`src/rtl/if_fetch_unit_if.sv`:
```
// Instruction-memory request/acknowledge bus between the fetch stage and imem.
// The fetch stage is the master; the memory answers with ImemAck/ImemRdata.
interface if_fetch_unit_if;
    logic        ImemReq;
    logic [31:0] ImemAddr;
    logic        ImemAck;
    logic [31:0] ImemRdata;

    modport master (
        output ImemReq,
        output ImemAddr,
        input  ImemAck,
        input  ImemRdata
    );

    modport slave (
        input  ImemReq,
        input  ImemAddr,
        output ImemAck,
        output ImemRdata
    );
endinterface

```
`src/rtl/if_fetch_unit.sv`:
```
// MIPS fetch stage: PC register, next-PC select, req/ack imem port, IF/ID producer.
// Define PC_ALIGN_CHECK_EN to trap misaligned or out-of-window PCs via AdelF.
module if_fetch_unit #(
`ifdef PC_ALIGN_CHECK_EN
    parameter logic [31:0] IMEM_BASE  = 32'h0000_3000,
    parameter int unsigned IMEM_BYTES = 4096,
`endif
    parameter logic [31:0] RESET_PC   = 32'h0000_3000
) (
    input  logic               Clk,
    input  logic               Reset,
    input  logic               StallF,
    input  logic [1:0]         PCSrcD,
    input  logic [31:0]        BranchTargetD,
    input  logic [31:0]        JumpTargetD,
    input  logic [31:0]        JrTargetD,
    if_fetch_unit_if.master    imem,
    output logic [31:0]        InstrF,
    output logic [31:0]        PCPlus4F,
    output logic [31:0]        PCF,
    output logic               FetchBusy,
    output logic               AdelF
);

    typedef enum logic {
        S_REQ,
        S_VALID
    } state_t;

    state_t      state;
    logic [31:0] instr_q;
    logic [31:0] next_pc;
    logic [31:0] fetch_data;
    logic        pc_bad;
    logic        fetch_done;

    assign PCPlus4F = PCF + 32'd4;

    always_comb begin
        next_pc = PCPlus4F;
        case (PCSrcD)
            2'b01:   next_pc = BranchTargetD;
            2'b10:   next_pc = JumpTargetD;
            2'b11:   next_pc = JrTargetD;
            default: next_pc = PCPlus4F;
        endcase
    end

`ifdef PC_ALIGN_CHECK_EN
    logic [31:0] pc_off;

    // Offset compare avoids overflow when the window ends at the top of memory
    assign pc_off        = PCF - IMEM_BASE;
    assign pc_bad        = (PCF[1:0] != 2'b00) || (PCF < IMEM_BASE) || (pc_off >= IMEM_BYTES);
    assign imem.ImemAddr = PCF;
`else
    assign pc_bad        = 1'b0;
    assign imem.ImemAddr = {PCF[31:2], 2'b00};
`endif

    // An illegal PC completes at once with a nop instead of touching memory
    assign fetch_done   = (state == S_REQ) && (pc_bad || imem.ImemAck);
    assign fetch_data   = pc_bad ? 32'h0 : imem.ImemRdata;

    assign imem.ImemReq = !Reset && (state == S_REQ) && !pc_bad;
    assign FetchBusy    = Reset || ((state == S_REQ) && !fetch_done);
    assign InstrF       = Reset ? 32'h0 :
                          ((state == S_REQ) && fetch_done) ? fetch_data : instr_q;
    assign AdelF        = !Reset && pc_bad;

    // PC only moves on a completed fetch that the hazard unit lets through
    always_ff @(posedge Clk) begin
        if (Reset) begin
            PCF     <= RESET_PC;
            state   <= S_REQ;
            instr_q <= 32'h0;
        end else begin
            case (state)
                S_REQ: begin
                    if (fetch_done) begin
                        if (StallF) begin
                            instr_q <= fetch_data;
                            state   <= S_VALID;
                        end else begin
                            PCF <= next_pc;
                        end
                    end
                end
                S_VALID: begin
                    if (!StallF) begin
                        PCF   <= next_pc;
                        state <= S_REQ;
                    end
                end
                default: state <= S_REQ;
            endcase
        end
    end

endmodule

```
`src/flat_wrapper.sv`:
```
// flat-port wrapper written by rule: the top's interface ports become plain ports
module if_fetch_unit_flat 
#(

    parameter logic [31:0] RESET_PC   = 32'h0000_3000
)
  (Clk, Reset, StallF, PCSrcD, BranchTargetD, JumpTargetD, JrTargetD, InstrF, PCPlus4F, PCF, FetchBusy, AdelF, imem_ImemReq, imem_ImemAddr, imem_ImemAck, imem_ImemRdata);
  if_fetch_unit_if imem_i ();
  input  logic Clk;
  input  logic Reset;
  input  logic StallF;
  input  logic [1:0] PCSrcD;
  input  logic [31:0] BranchTargetD;
  input  logic [31:0] JumpTargetD;
  input  logic [31:0] JrTargetD;
  output logic [31:0] InstrF;
  output logic [31:0] PCPlus4F;
  output logic [31:0] PCF;
  output logic FetchBusy;
  output logic AdelF;
  output wire logic [$bits(imem_i.ImemReq)-1:0] imem_ImemReq;
  output wire logic [$bits(imem_i.ImemAddr)-1:0] imem_ImemAddr;
  input wire logic [$bits(imem_i.ImemAck)-1:0] imem_ImemAck;
  input wire logic [$bits(imem_i.ImemRdata)-1:0] imem_ImemRdata;
  assign imem_ImemReq = imem_i.ImemReq;
  assign imem_ImemAddr = imem_i.ImemAddr;
  assign imem_i.ImemAck = imem_ImemAck;
  assign imem_i.ImemRdata = imem_ImemRdata;
  if_fetch_unit #(.RESET_PC(RESET_PC)) u_core (.Clk(Clk), .Reset(Reset), .StallF(StallF), .PCSrcD(PCSrcD), .BranchTargetD(BranchTargetD), .JumpTargetD(JumpTargetD), .JrTargetD(JrTargetD), .imem(imem_i), .InstrF(InstrF), .PCPlus4F(PCPlus4F), .PCF(PCF), .FetchBusy(FetchBusy), .AdelF(AdelF));
endmodule
```
`config.mk`:
```
export PLATFORM = sky130hd
export DESIGN_NAME = if_fetch_unit_flat
export DESIGN_NICKNAME = d
export VERILOG_FILES = /design/src/rtl/if_fetch_unit_if.sv /design/src/rtl/if_fetch_unit.sv /design/src/flat_wrapper.sv
export SDC_FILE = /design/constraint.sdc
export NUM_CORES = 1
export LEC_CHECK = 0
export CAP_MARGIN = 20
export CORE_MARGIN = 2
export CORE_UTILIZATION = 43
export DETAILED_ROUTE_END_ITERATION = 8
export GPL_ROUTABILITY_DRIVEN = 0
export PLACE_DENSITY = 0.87
export REMOVE_ABC_BUFFERS = 1
export SYNTH_ARGS = -nofsm -noshare
export SYNTH_HDL_FRONTEND = slang
export SYNTH_SLANG_ARGS = --single-unit
```
`constraint.sdc`:
```
create_clock -name Clk -period 2.97 [get_ports Clk]
set_clock_uncertainty 0.05 [all_clocks]
set_input_delay 0.594 -clock Clk [delete_from_list [all_inputs] [get_ports Clk]]
set_output_delay 0.594 -clock Clk [all_outputs]
set_load 0.01 [all_outputs]
```
==> impl_metrics.toml, run 1 <==
[timing]
worst_case_headroom_to_the_max_slew_limit_pct = 59.57
period_share_pct = 98.76
min_hold_slack_ps = 402.1
fmaxAchievable_mhz = 340.9
final_critical_period_ps = 2933
timing.final.max_slew_violations = 0
setup_viol = 0
timing_worst_slew_pin_value_ps = 604.3
timing_hold_violations_final = 0

[setup_path]
critical_path.endpoint_type = "primary output"
crit_path_top_delay_cell = "clkdlybuf4s50_1"
worst_ep_arrival_time_ps = 2290
worstPathCellList = "clkdlybuf4s50_1, nor2b_4, clkbuf_16, nand2_1, a21oi_1, clkdlybuf4s50_1"
reg2reg_to = "u_core.PCF[22]$_SDFFE_PP0P_"
timing.critical_path.from_type = "input pin"
critical_path_peak_fanout = 16
worst_path_top_cell_family_by_delay = "buffers and inverters"
worst_r2r_startpoint = "u_core.PCF[2]$_SDFFE_PP0P_"
critPathRequiredTime_ps = 2330
worst_path_most_repeated_cell = "clkdlybuf4s50_1"
cp_num_buf_inv = 3
slowest_delay_ps = 550
rr_worst_depth = 5
rrSetupSlack_ps = 1140
path_class = "in -> out"

[synth]
post_synth_inst_count = 680
synthesis.area_um2 = 4937
synth-compound-area-share_pct = 22.40
synth-xor-area-share_pct = 4.967
synthDominantAreaCellType = "dfxtp_1"
synth_simple_gate_area_share_pct = 26.63
synth.lib_cells_used.distinct = 62
synth-adder-area-share_pct = 0.2534
synth-async-reset-ratio_pct = 0
synthDominantCellAreaShare_pct = 26.36
syn-mean-instance-area_um2 = 7.261
synth.top_cells.by_area = "dfxtp_1 26%, nand2_1 12%, a21oi_1 7.8%, buf_4 5.5%, mux2_2 4.8%"
dominant_combinational_cell_family_by_area_after_synthesis = "simple AND/OR/NAND/NOR gates"
synth-seq-area-share_pct = 26.36
synth-seq-cells = 65
top_reg_cell_synth = "dfxtp_1"
portion_of_netlist_area_occupied_by_mux_cells_pct = 8.490
synthesis.yosys.warnings = 0
synth_enable_flop_cells = 0

[placed_design]
numPlacedInstances = 1051
area_after_detailed_placement_um2 = 7711
hpwlAfterDp_um = 13660
buffer_ports.inserted = 261

[clock_tree]
clkSinkCount = 65
cts_bufs_inserted = 9
clk-insertion-delay-late_ps = 320
cts-htree-levels = 3
cts_hold_buffers = 0
ctsRootBufferMaster = "clkbuf_16"
cts_tree = "yes"
clkTransAtPathRegs_ps = 60
cts-root-to-sink-buffers = 2

[detailed_routing]
detail_route.first_pass.iterations = 5
post_dr_wirelength_cell_um = 17.84
vias = 6180
postRouteWirelength_um = 19090
starting_drc_count_in_detailed_routing = 544
remaining_drc_errors = 0
ant_nets = 0
routed_via_density = 5.776

[pwr]
worst_ir_drop_vdd_v = 0.0002301
total_power_mw = 3.111
power.static_leakage_nw = 3.662
cellPowerDensity_nw_per_um2 = 375.4

[hold_path]
hold_path_startpoint = "u_core.instr_q[13]$_SDFFE_PP0P_"
min_path_cells = 2
min_delay_worst_endpoint = "u_core.instr_q[13]$_SDFFE_PP0P_"
hold_path.class = "reg -> reg"

[layout]
filler_cell_count = 800
final_cells = 1070
multi_input_comb_area_um2 = 3212
layout.cell_area.non_filler_um2 = 8288
final_common_cell = "clkdlybuf4s50_1"
layout-drive-gt1-share_pct = 16.29
design.final.nets = 1057
highest_count_cells_in_the_layout_ignoring_fill_and_taps = "214 x clkdlybuf4s50_1, 158 x nand2_1, 77 x a21oi_1"
flow.area_growth_from_synthesis_pct = 67.87
n_antenna_cell = 0
final-seq-area_um2 = 1323
layout.core_utilization_pct = 73.21

[die]
num_io_pins = 265
die_height_um = 111.2
initial_core_utilization_pct = 43.61
design.die.area_um2 = 12360
row_count = 39
fp.dieW_um = 111.2
core_area_um2 = 11320

[global_routing]
number_of_antenna_violations_at_the_first_check_in_global_routing = 0
via_count_of_the_first_global_routing_pass = 5834
grt_start_max_net_pins = 50
global_route.usage.total_pct = 29.18
global_route_wire_length_before_repair_um = 29530
grt_overflow = 0

[job]
max-cap-violations = 0

[status]
run_status = "complete, no violations"
[worst reg2reg max path, cell delays in order (launching register included)]
cell	delay, ps
dfxtp_1	330
ha_2	230
and3_1	210
nand2_1	160
or3_1	450
o311ai_1	300
[worst max path at each step]
stage                                           start                        endpoint  depth (start not counted)  slack (ps)
after global placement                   imem_ImemAck                      InstrF[14]                          6         120
after global routing      u_core.PCF[20]$_SDFFE_PP0P_                    PCPlus4F[25]                          6          -4
after floorplan                          imem_ImemAck  u_core.instr_q[0]$_SDFFE_PP0P_                          4          30
after CTS                 u_core.PCF[15]$_SDFFE_PP0P_                    PCPlus4F[31]                          7         -70
after detailed placement                 imem_ImemAck                      InstrF[22]                          6          50
final                                    imem_ImemAck                       InstrF[1]                          6          40
[synth_stat cells (8+ instances only)]
library cell and count:
a21oi_1 77, a221o_1 8, buf_2 16, buf_4 36, clkbuf_1 34, dfxtp_1 65, inv_1 8, mux2_2 21
nand2_1 158, nand3_1 20, nand4_1 16, nor2_1 35, nor3_1 12, nor4_1 11, o21ai_0 11, xnor2_1 18
xor2_1 10
[report_power, final]
group	internal, mW	switching, mW	total, mW
sequential	0.927	0.0572	0.984
clock	0.803	0.394	1.20
combinational	0.522	0.408	0.930
[metrics by stage]
stage / TNS, ps / setup slack, ps
after floorplan: 0 / 32.25
after global placement: 0 / 122.0
after detailed placement: 0 / 49.65
after CTS: -65.96 / -65.96
after global routing: -6.279 / -3.968
final: 0 / 36.87
[cells by family (layout without fill, tap and decap cells)]
kind of cell / Yosys count / in the layout
AO/OA/AOI/OAI: 165 / 165
XOR/XNOR: 28 / 28
adder cells (fa/ha/maj): 1 / 1
buffers and inverters: 101 / 346
flip-flops: 65 / 65
multiplexers: 33 / 33
other: 1 / 3
AND/OR/NAND/NOR: 286 / 286
[area by class of cell]
cell class / count / share of cell area (%)
well taps: 143 / 2.159
inverters: 8 / 0.3623
multi-input cells: 516 / 38.75
flip-flops and latches: 65 / 15.96
clock inverters: 4 / 0.8907
repair buffers: 322 / 38.66
clock buffers: 12 / 3.216
[routing by layer]
metal	share of wire [%]	track usage [%]	wire (µm)	up-vias
met4	2.8	11.85	531	0
met1	38	35.00	7268	2844
met2	51	51.78	9716	398
met3	8.2	4.921	1575	49
met5	0	0	0	-
li1	-	-	-	2889
[registers in the layout (all words and copies together) (netlist names)]
signal          count
u_core.PCF         32
u_core.state        1
u_core.instr_q     32
[timing repair]
item / 4_1_cts / 5_1_grt
gates cloned: 0 / 1
gates resized for setup: 21 / 55
endpoints found under the setup margin: 19 / 24
pin swaps: 3 / 3
buffers inserted: 2 / 0
No activity file was read; power rests on OpenSTA's default activity.
==> run 2: changes to the inputs <==
Settings changed: CAP_MARGIN 20 to default.
==> results of run 2 <==
The final DEF is identical to that of run 1; final timing and power are the same.
